[config.mk]
export PLATFORM = sky130hd
export DESIGN_NAME = mem_arbiter_flat
export DESIGN_NICKNAME = d
export VERILOG_FILES = /design/src/rtl/mem_arb_pkg.sv /design/src/rtl/mem_arbiter_if.sv /design/src/rtl/mem_arb_pick.sv /design/src/rtl/mem_arbiter.sv /design/src/flat_wrapper.sv
export SDC_FILE = /design/constraint.sdc
export NUM_CORES = 1
export LEC_CHECK = 0
export ABC_AREA = 1
export CAP_MARGIN = 20
export CORE_AREA = 2 2 130 132
export CTS_CLUSTER_SIZE = 24
export DETAILED_ROUTE_END_ITERATION = 12
export DIE_AREA = 0 0 132 134
export HOLD_SLACK_MARGIN = 0.1
export PLACE_DENSITY = 0.77
export SETUP_SLACK_MARGIN = 0.2
export SLEW_MARGIN = 20
export SYNTH_ARGS = -nofsm -noshare
export SYNTH_HDL_FRONTEND = slang
export SYNTH_SLANG_ARGS = --single-unit
[constraint.sdc]
create_clock -name clk -period 3.7 [get_ports clk]
set_input_delay 0.555 -clock clk [delete_from_list [all_inputs] [get_ports clk]]
set_output_delay 0.555 -clock clk [all_outputs]
set_load 0.03 [all_outputs]
[src/rtl/mem_arb_pkg.sv]
// Shared encodings for the memory arbiter: FSM states, requester IDs and
// the ID-to-ack decode used when the access completes.
package mem_arb_pkg;

    localparam logic [1:0] ST_IDLE  = 2'd0;
    localparam logic [1:0] ST_ISSUE = 2'd1;
    localparam logic [1:0] ST_DONE  = 2'd2;

    localparam logic [1:0] ID_L = 2'd0;
    localparam logic [1:0] ID_D = 2'd1;
    localparam logic [1:0] ID_F = 2'd2;

    typedef enum logic [1:0] {
        IDLE  = ST_IDLE,
        ISSUE = ST_ISSUE,
        DONE  = ST_DONE
    } state_t;

    typedef logic [1:0] req_id_t;

    // Ack vector bit order is {F, D, L}
    function automatic logic [2:0] id_onehot(input req_id_t id);
        return 3'b001 << id;
    endfunction

endpackage

[src/rtl/mem_arbiter_if.sv]
// Requester-side and memory-controller-side signals of the arbiter.
// The slave modport is the arbiter; master is the requesters plus memory.
interface mem_arbiter_if #(
    parameter int ADDR_W = 32,
    parameter int DATA_W = 32
);
    logic              reqL, reqD, reqF;
    logic [ADDR_W-1:0] addrL, addrD, addrF;
    logic [DATA_W-1:0] wdataL, wdataD, wdataF;
    logic              weL, weD, weF;
    logic              ackL, ackD, ackF;
    logic [DATA_W-1:0] rdata;
    logic              busy;
    logic [ADDR_W-1:0] addressVirt;
    logic [DATA_W-1:0] dataInVirt;
    logic              wEnVirt;
    logic [DATA_W-1:0] dataOutVirt;

    modport slave (
        input  reqL, reqD, reqF, addrL, addrD, addrF,
        input  wdataL, wdataD, wdataF, weL, weD, weF, dataOutVirt,
        output ackL, ackD, ackF, rdata, busy,
        output addressVirt, dataInVirt, wEnVirt
    );

    modport master (
        output reqL, reqD, reqF, addrL, addrD, addrF,
        output wdataL, wdataD, wdataF, weL, weD, weF, dataOutVirt,
        input  ackL, ackD, ackF, rdata, busy,
        input  addressVirt, dataInVirt, wEnVirt
    );

endinterface

[src/rtl/mem_arb_pick.sv]
// Combinational winner selection: L has absolute priority, D/F alternate
// on a tie with the last-served one losing.
module mem_arb_pick
    import mem_arb_pkg::*;
(
    input  logic    req_l,
    input  logic    req_d,
    input  logic    req_f,
    input  logic    last_d,
    output logic    gnt_vld,
    output req_id_t gnt_id
);

    always_comb begin
        gnt_vld = req_l | req_d | req_f;
        gnt_id  = ID_L;
        if (req_l) begin
            gnt_id = ID_L;
        end else if (req_d && req_f) begin
            gnt_id = last_d ? ID_F : ID_D;
        end else if (req_d) begin
            gnt_id = ID_D;
        end else if (req_f) begin
            gnt_id = ID_F;
        end
    end

endmodule

[src/rtl/mem_arbiter.sv]
// Three-requester memory arbiter: one access per IDLE -> ISSUE -> DONE pass,
// with a registered one-cycle ack and read data presented after DONE.
module mem_arbiter
    import mem_arb_pkg::*;
#(
    parameter int ADDR_W = 32,
    parameter int DATA_W = 32
) (
    input  logic          clk,
    input  logic          rst,
    mem_arbiter_if.slave  bus
);

    state_t            state_q, state_d;
    logic              gnt_vld;
    req_id_t           gnt_id;
    logic              last_d_q;
    logic              latch_en, done_en;
    logic              wen, we_sel, we_q;
    logic [ADDR_W-1:0] addr_sel, addr_q;
    logic [DATA_W-1:0] wdata_sel, wdata_q, din, rdata_q;
    req_id_t           id_q;
    logic [2:0]        ack_q;

    mem_arb_pick u_pick (
        .req_l   (bus.reqL),
        .req_d   (bus.reqD),
        .req_f   (bus.reqF),
        .last_d  (last_d_q),
        .gnt_vld (gnt_vld),
        .gnt_id  (gnt_id)
    );

    always_comb begin
        addr_sel  = bus.addrL;
        wdata_sel = bus.wdataL;
        we_sel    = bus.weL;
        case (gnt_id)
            ID_D: begin
                addr_sel  = bus.addrD;
                wdata_sel = bus.wdataD;
                we_sel    = bus.weD;
            end
            ID_F: begin
                addr_sel  = bus.addrF;
                wdata_sel = bus.wdataF;
                we_sel    = bus.weF;
            end
            default: ;
        endcase
    end

    always_ff @(posedge clk or negedge rst) begin
        if (!rst) state_q <= IDLE;
        else      state_q <= state_d;
    end

    // Requests are only looked at in IDLE; ISSUE and DONE run unconditionally
    always_comb begin
        state_d  = state_q;
        latch_en = 1'b0;
        done_en  = 1'b0;
        wen      = 1'b0;
        din      = '0;
        case (state_q)
            IDLE: begin
                if (gnt_vld) begin
                    latch_en = 1'b1;
                    state_d  = ISSUE;
                end
            end
            ISSUE: begin
                wen     = we_q;
                din     = wdata_q;
                state_d = DONE;
            end
            DONE: begin
                done_en = 1'b1;
                state_d = IDLE;
            end
            default: state_d = IDLE;
        endcase
    end

    always_ff @(posedge clk or negedge rst) begin
        if (!rst) begin
            addr_q  <= '0;
            wdata_q <= '0;
            we_q    <= 1'b0;
            id_q    <= ID_L;
        end else if (latch_en) begin
            addr_q  <= addr_sel;
            wdata_q <= wdata_sel;
            we_q    <= we_sel;
            id_q    <= gnt_id;
        end
    end

    // Memory data is valid during DONE, so it is captured together with the ack
    always_ff @(posedge clk or negedge rst) begin
        if (!rst) begin
            ack_q    <= 3'b000;
            rdata_q  <= '0;
            last_d_q <= 1'b0;
        end else begin
            ack_q <= done_en ? id_onehot(id_q) : 3'b000;
            if (done_en && !we_q) rdata_q <= bus.dataOutVirt;
            if (done_en && id_q == ID_D) last_d_q <= 1'b1;
            else if (done_en && id_q == ID_F) last_d_q <= 1'b0;
        end
    end

    assign bus.ackL        = ack_q[0];
    assign bus.ackD        = ack_q[1];
    assign bus.ackF        = ack_q[2];
    assign bus.rdata       = rdata_q;
    assign bus.busy        = (state_q != IDLE);
    assign bus.addressVirt = addr_q;
    assign bus.dataInVirt  = din;
    assign bus.wEnVirt     = wen;

endmodule

[src/flat_wrapper.sv]
// flat-port wrapper written by rule: the top's interface ports become plain ports
module mem_arbiter_flat import mem_arb_pkg::*;
#(
    parameter int ADDR_W = 32,
    parameter int DATA_W = 32
)
  (clk, rst, bus_reqL, bus_reqD, bus_reqF, bus_addrL, bus_addrD, bus_addrF, bus_wdataL, bus_wdataD, bus_wdataF, bus_weL, bus_weD, bus_weF, bus_dataOutVirt, bus_ackL, bus_ackD, bus_ackF, bus_rdata, bus_busy, bus_addressVirt, bus_dataInVirt, bus_wEnVirt);
  mem_arbiter_if #(.ADDR_W(ADDR_W), .DATA_W(DATA_W)) bus_i ();
  input  logic clk;
  input  logic rst;
  input wire logic [$bits(bus_i.reqL)-1:0] bus_reqL;
  input wire logic [$bits(bus_i.reqD)-1:0] bus_reqD;
  input wire logic [$bits(bus_i.reqF)-1:0] bus_reqF;
  input wire logic [$bits(bus_i.addrL)-1:0] bus_addrL;
  input wire logic [$bits(bus_i.addrD)-1:0] bus_addrD;
  input wire logic [$bits(bus_i.addrF)-1:0] bus_addrF;
  input wire logic [$bits(bus_i.wdataL)-1:0] bus_wdataL;
  input wire logic [$bits(bus_i.wdataD)-1:0] bus_wdataD;
  input wire logic [$bits(bus_i.wdataF)-1:0] bus_wdataF;
  input wire logic [$bits(bus_i.weL)-1:0] bus_weL;
  input wire logic [$bits(bus_i.weD)-1:0] bus_weD;
  input wire logic [$bits(bus_i.weF)-1:0] bus_weF;
  input wire logic [$bits(bus_i.dataOutVirt)-1:0] bus_dataOutVirt;
  output wire logic [$bits(bus_i.ackL)-1:0] bus_ackL;
  output wire logic [$bits(bus_i.ackD)-1:0] bus_ackD;
  output wire logic [$bits(bus_i.ackF)-1:0] bus_ackF;
  output wire logic [$bits(bus_i.rdata)-1:0] bus_rdata;
  output wire logic [$bits(bus_i.busy)-1:0] bus_busy;
  output wire logic [$bits(bus_i.addressVirt)-1:0] bus_addressVirt;
  output wire logic [$bits(bus_i.dataInVirt)-1:0] bus_dataInVirt;
  output wire logic [$bits(bus_i.wEnVirt)-1:0] bus_wEnVirt;
  assign bus_i.reqL = bus_reqL;
  assign bus_i.reqD = bus_reqD;
  assign bus_i.reqF = bus_reqF;
  assign bus_i.addrL = bus_addrL;
  assign bus_i.addrD = bus_addrD;
  assign bus_i.addrF = bus_addrF;
  assign bus_i.wdataL = bus_wdataL;
  assign bus_i.wdataD = bus_wdataD;
  assign bus_i.wdataF = bus_wdataF;
  assign bus_i.weL = bus_weL;
  assign bus_i.weD = bus_weD;
  assign bus_i.weF = bus_weF;
  assign bus_i.dataOutVirt = bus_dataOutVirt;
  assign bus_ackL = bus_i.ackL;
  assign bus_ackD = bus_i.ackD;
  assign bus_ackF = bus_i.ackF;
  assign bus_rdata = bus_i.rdata;
  assign bus_busy = bus_i.busy;
  assign bus_addressVirt = bus_i.addressVirt;
  assign bus_dataInVirt = bus_i.dataInVirt;
  assign bus_wEnVirt = bus_i.wEnVirt;
  mem_arbiter #(.ADDR_W(ADDR_W), .DATA_W(DATA_W)) u_core (.clk(clk), .rst(rst), .bus(bus_i));
endmodule
# Word-level counts from Yosys, hierarchy flattened
# Index checks and enable logic that the tools add are counted.
# op_classes
n_eq_ne	7
n_shift	1
mux	18
n_bitwise	2
n_reduce_logical	8
# op_table
cell	count
32-bit one-hot mux with 2 select lines	2
32-bit two-way mux	1
2-bit two-way mux	6
2-bit by 1-bit == test with 1-bit output, second input constant	3
2-bit == test, second input constant	3
1-bit two-way mux	6
1-bit logical AND	4
2-bit one-hot mux with 2 select lines	1
2-bit nonzero test	2
3-bit two-way mux	1
1-bit by 2-bit << shifter with 3-bit output, first input constant	1
2-bit logical NOT	1
2-bit by 1-bit != test with 1-bit output, second input constant	1
1-bit OR	2
1-bit one-hot mux with 2 select lines	1
1-bit logical NOT	1
# totals
regBits	105
elab_cells	44

# Longest topological paths before layout
# Gate-level depths: netlist of run 1.
# logic_depth
word_depth	6
depth_mapped	13
mapped_depth_nobuf	11

# Cells and area by module
# From an unflattened synthesis of run 1, not the netlist that was laid out.
# unflattened
hier_cells	880
area_unflattened_um2	5781.8
# modules_own_cells
mod	instances	cells_each	area_per_inst_um2	seq_area_each_um2
mem_arbiter	1	869	5740.5	2627.5
mem_arb_pick	1	11	41.3	0.0

# Least setup slack after synthesis of run 1
# Ideal clock, no wire load.
# synth_path
path_kind	flip-flop to output port
from	reg u_core.state_q[1]
to	out bus_dataInVirt[10]
t_arrival_ns	1.215
path_slack_ns	1.930
stages_incl_launch_ff	5
n_path_buf	1
path_cell_list	dfrtp_1 > nor2_1 > inv_1 > buf_1 > nor2_1
# synth_between
elab_chain_cells	2
# synth_lines
item	line	rtl
start: declaration	mem_arbiter.sv:14	state_t state_q, state_d;
start signal: assignment	mem_arbiter.sv:55	else state_q <= state_d;
2-bit by 1-bit == test with 1-bit output	mem_arbiter.sv:65	case (state_q)
32-bit two-way mux	mem_arbiter.sv:65	
end: declaration	flat_wrapper.sv:30	output wire logic [$bits(bus_i.dataInVirt)-1:0] bus_dataInVirt;
# No other way between the ends.

# Final worst setup path of run 1
# layout_path
from	reg u_core.state_q[0]
to	out bus_dataInVirt[31]
# Same word-level chain as after synthesis.

==> results.cfg, run 1 <==
[hold_path]
hp-class = primary input to async pin

[layout]
final_common_cell = nand2_1
finalInstanceArea_um2 = 9690
final_nets = 1477
antenna_cells = 0
mostFrequentLayoutCells = nand2_1, clkdlybuf4s50_1, dfrtp_1
drive_gt1_frac = 0.0329
instances_no_fill = 1468
areaGrowthSynthToFinish_pct = 63.2

[sta]
timing.final.crit_share = 0.778
final.setup_skew_ns = 0.00754
final.min_clock_period_ns = 2.88
setup-tns-final_ns = 0
worst_slew_pin_slew_ns = 0.751
grt_setup_unrepaired = false
fmax_mhz = 348
hold_viol = 0
finalSetupViolCount = 0
relSlewSlack = 0.499
maxSlewViolCount = 0

[critical_path]
cp_common_cell = nor2_1
path_buf_inv = 4
reg2reg_setup_slack_ns = 1.67
crit_fanout = 18
arrival_ns = 2.32
cp-start-kind = register
worstSetupEndpointType = output pin
cp_top_family = buffers and inverters
crit_path_top_delay_cell = clkdlybuf4s50_1
slowest_delay_ns = 0.63
path_cells = inv_2 > nor2_1 > inv_1 > buf_4 > nor2_1 > clkdlybuf4s50_1
cp.required_ns = 3.14
critPathKind = register to output pin

[floorplanning]
start_util = 0.364
dieArea_um2 = 17700
rows = 47
die_x_um = 132
core-area_um2 = 16300
die_y_um = 134
ios = 333

[synthesis]
ys.warnings.count = 0
synth_xor_area_frac = 0
muxShareOfSynthArea = 0
syn_area_um2 = 5940
yosysTopAreaCell = dfrtp_1
syn_avg_cell_area_um2 = 6.31
synth_compound_area_frac = 0.00253
postSynthCellCount = 941
syn_nets = 1175
ys_seq_area_frac = 0.443
ys_ff_latch = 105
synth_top_family_by_area = simple AND/OR/NAND/NOR gates
synth_top_area_frac = 0.443
synthSimpleGateAreaFrac = 0.472
synthAdderAreaFrac = 0.00421
synth.area.top_cells = dfrtp_1, nand2_1, buf_2
synth_cell_types = 19

[clocking]
clk_path_buf_depth = 2
cts_tree = yes
clock_latency_ns = 0.35
post_cts_buffers = 0
cts_sinks = 105
cts_made_buffers = 9
root_buffer = clkbuf_16
hold_buffers = 0
ctsResizeCount = 0
cts-htree-levels = 3
clkTransAtPathRegs_ns = 0.07

[grt]
grt_max_degree = 106
grt_pass1_vias = 6704
grt_overflow = 0
grt_util_all_layers = 0.234
grt_pass1_wl_um = 33200
antenna_found_initial = 0

[drt]
viasPerCell = 4.50
drcViolationCount = 0
wl_per_cell_um = 13.9
first_iter_violations = 346
drt-pass1-iter-count = 4
antenna_left = 0
finalWirelength_um = 20400
vias = 6613

[flow_run]
cap_violations = 0

[place]
dp_hpwl_um = 14900
postPlaceCellArea_um2 = 9370
gp_congestion = 0.877
placed_cells = 1452
portBuffers = 332

[status]
status = completed

[power_and_ir_drop]
power_density_nw_per_um2 = 703
power.leakage_nw = 5.01
ir_worst_vdd_v = 0.000366
-- worst register-to-register path, delay by kind of cell, from the launching register on --
| kind | cells | cell delay, ns |
|---|---|---|
| adders and majority gates | 1 | 0.36 |
| buffers and inverters | 2 | 0.65 |
| DFF | 1 | 0.36 |
| and+or+nand+nor | 6 | 0.60 |
-- logic make-up (layout without fill, tap and decap cells) --
logic type / count (synthesis) / after routing
AOI/OAI and AO/OA: 3 / 3
adders and majority gates: 2 / 2
buffers and inverters: 100 / 407
DFF: 105 / 105
and+or+nand+nor: 731 / 731
-- where the power goes --
| part | switching (W) | total [W] | internal, W |
|---|---|---|---|
| sequential | 0.000277 | 0.00195 | 0.00167 |
| combinational | 0.00239 | 0.00384 | 0.00144 |
| clock | 0.000476 | 0.00102 | 0.000547 |
-- cell usage after synthesis (all sizes together) --
| library cell | count |
|---|---|
| nor2 | 36 |
| clkbuf | 7 |
| a21oi | 1 |
| inv | 45 |
| dfrtp | 105 |
| buf | 47 |
| nor3 | 2 |
| ha | 2 |
| clkinv | 1 |
| nand2 | 658 |
| nand3 | 35 |
| o21ai | 2 |
-- final cells by class --
| type | instances | area (µm²) |
|---|---|---|
| Tap cell | 220 | 275 |
| Fill cell | 1580 | 6600 |
| Multi-Input combinational cell | 736 | 2850 |
| Clock buffer | 9 | 225 |
| Sequential cell | 105 | 2630 |
| Timing Repair Buffer | 345 | 3440 |
| Inverter | 46 | 173 |
| Clock inverter | 7 | 95.1 |
-- flip-flops by register name, summed over array words and instances, names as in the netlist --
register,count
u_core.ack_q,3
u_core.bus.addressVirt,32
u_core.bus.rdata,32
u_core.id_q,2
u_core.last_d_q,1
u_core.state_q,2
u_core.wdata_q,32
u_core.we_q,1
-- through the flow --
stage,power (W),worst slack (ns),hold WS (ns),util
2_1_floorplan,0.00427,1.93,0.259,-
3_3_place_gp,0.00578,1.08,0.453,0.575
3_5_place_dp,0.00583,1.05,0.458,0.575
4_1_cts,0.00689,0.754,0.292,0.595
5_1_grt,0.00731,0.667,0.279,0.595
6_report,0.00681,0.823,0.212,0.595
-- routing by layer --
metal  GRT usage  vias to the layer above  wire (µm)
li1            -                     3387          -
met1       0.263                     2942       8100
met2       0.418                      242      10100
met3      0.0669                       42       1580
met4      0.0960                        0        606
met5           0                        -          0
-- worst paths after layout --
check | startpoint | endpoint | depth (start not counted)
max in group asynchronous | rst | u_core.bus.addressVirt[4] | 2
worst min-delay path | rst | u_core.wdata_q[25] | 2
min in group clk | u_core.bus.rdata[29] | u_core.bus.rdata[29] | 2
worst min register to register | u_core.bus.rdata[29] | u_core.bus.rdata[29] | 2
worst max-delay path | u_core.state_q[0] | bus_dataInVirt[31] | 6
worst max register to register | u_core.last_d_q | u_core.wdata_q[26] | 9
Note: power is estimated with default switching activity, not from simulation.
==> run 2, diff against run 1 <==
--- a/config.mk
+++ b/config.mk
@@ -7,12 +7,12 @@
 export LEC_CHECK = 0
 export ABC_AREA = 1
 export CAP_MARGIN = 20
-export CORE_AREA = 2 2 130 132
+export CORE_AREA = 2 2 131 133
 export CTS_CLUSTER_SIZE = 24
 export DETAILED_ROUTE_END_ITERATION = 12
-export DIE_AREA = 0 0 132 134
+export DIE_AREA = 0 0 133 135
 export HOLD_SLACK_MARGIN = 0.1
-export PLACE_DENSITY = 0.77
+export PLACE_DENSITY = 0.76
 export SETUP_SLACK_MARGIN = 0.2
 export SLEW_MARGIN = 20
 export SYNTH_ARGS = -nofsm -noshare
==> constraint.sdc (replaced) <==
create_clock -name clk -period 2.7 [get_ports clk]
set_input_delay 0.405 -clock clk [delete_from_list [all_inputs] [get_ports clk]]
set_output_delay 0.405 -clock clk [all_outputs]
set_load 0.03 [all_outputs]
==> run 2 against run 1 <==
Cell count grew 0.48%. Clock-buffer cell count is the same. Utilization shrank 0.25 points. Flip-flop and latch count is the same. Cell area grew 0.30%. Clock skew grew 0.0013 ns. Clock power grew 34%. First-iteration DRC count shrank 9.5%. Wire length shrank 0.48%. Worst hold slack gained 0.25 ns.
==> results.cfg, run 2 (synthesis results as in run 1) <==
[status]
status = completed

[place]
portBuffers = 332
gp_congestion = 0.889
dp_slack_ns = 0.414
dp_hpwl_um = 15000

[power_and_ir_drop]
power_density_nw_per_um2 = 954
ir_worst_vdd_v = 0.000541
power.leakage_nw = 5.26

[grt]
antenna_found_initial = 1
grt_util_all_layers = 0.229
grt_pass1_vias = 6585
grt_overflow = 0
grt_pass1_wl_um = 32700
grt_max_degree = 67

[critical_path]
cp_common_cell = nor2_1
critPathLaunch = u_core.state_q[0]
reg2reg_setup_slack_ns = 0.93
slowest_delay_ns = 0.71
critPathKind = register to output pin
r2r-end = u_core.bus.addressVirt[21]
crit_path_top_delay_cell = clkdlybuf4s50_1
cp-start-kind = register
cp.required_ns = 2.30
worstSetupEndpointType = output pin
path_cells = inv_2 > nor2_1 > inv_1 > nor2_1 > clkdlybuf4s50_1
path_buf_inv = 3
crit_fanout = 13
rr_startpoint = u_core.last_d_q
cp_top_family = buffers and inverters
r2r_cells = 10
arrival_ns = 1.98

[sta]
fmax_mhz = 420
finalSetupViolCount = 0
maxSlewViolCount = 0
timing.final.crit_share = 0.882
setup-tns-final_ns = 0
grt_setup_unrepaired = false
relSlewSlack = 0.579
worst_slew_pin_slew_ns = 0.632
final.setup_skew_ns = 0.00887
setup_ws_ns = 0.318
final.min_clock_period_ns = 2.38
hold_viol = 0

[hold_path]
min_delay_worst_endpoint = u_core.ack_q[0]
worstHoldStart = u_core.id_q[1]
holdPathStages = 1
hp-class = register to register

[clocking]
root_buffer = clkbuf_16
clock_latency_ns = 0.35
cts_made_buffers = 9
cts_sinks = 105
cts_tree = yes
cts-htree-levels = 3
clkTransAtPathRegs_ns = 0.07
clk_path_buf_depth = 2

[layout]
ff_latch_area_um2 = 2630
areaGrowthSynthToFinish_pct = 63.7
multi_input_area_um2 = 2850
drive_gt1_frac = 0.0367
antenna_cells = 0
final_nets = 1484
fillers = 1559
mostFrequentLayoutCells = nand2_1, clkdlybuf4s50_1, dfrtp_1
final_common_cell = nand2_1

[drt]
drt-pass1-iter-count = 6
first_iter_violations = 313
drcViolationCount = 0
finalWirelength_um = 20300
vias = 6633
antenna_left = 0
viasPerCell = 4.50
wl_per_cell_um = 13.8

[floorplanning]
die_x_um = 133
dieArea_um2 = 18000
ios = 333
start_util = 0.362
rows = 47
die_y_um = 135
core-area_um2 = 16400

[flow_run]
cap_violations = 0
-- run 2: layout make-up --
cell class / instances / area share
multi-input combinational: 736 / 0.293
clock inverter: 7 / 0.00863
tap: 220 / 0.0283
timing repair buffer: 352 / 0.359
clock buffer: 9 / 0.0232
sequential: 105 / 0.270
inverter: 46 / 0.0178
-- run 2: metal layers --
layer	routed length [µm]	vias to the layer above	track usage
met5	13	-	0
met4	709	2	0.0980
met3	1660	52	0.0571
met2	9780	265	0.396
met1	8130	2911	0.272
li1	-	3403	-
-- run 2: worst max path at each step --
stage	endpoint	cells after the start
final	bus_dataInVirt[26]	5
after global routing	bus_dataInVirt[26]	4
after CTS	bus_wEnVirt	4
after detailed placement	u_core.wdata_q[25]	10
after global placement	u_core.bus.addressVirt[10]	10
after floorplan	bus_dataInVirt[10]	4
-- run 2: power by group --
group	internal [W]	switching (W)	leakage, nW
clock network	0.000738	0.000636	0.149
registers	0.00230	0.000395	1.32
logic	0.00195	0.00326	3.79
-- run 2: timing repair --
item,4_1_cts,5_1_grt
hold buffers,1,0
endpoints found under the setup margin,24,7
setup buffers,0,0
gates resized for setup,24,7
gates cloned,0,0
endpoints found under the hold margin,21,0
-- run 2: metrics by stage --
step                utilization  power (W)  instance area (µm²)  hold slack [ns]  instances
global route              0.592    0.00996                 9720            0.482       1475
global placement          0.574    0.00798                 9410            0.450       1458
finish                    0.592    0.00927                 9720            0.459       1475
floorplan                     -    0.00586                 5940            0.109        941
CTS                       0.591    0.00938                 9700            0.463       1475
detailed placement        0.574    0.00804                 9410            0.452       1458
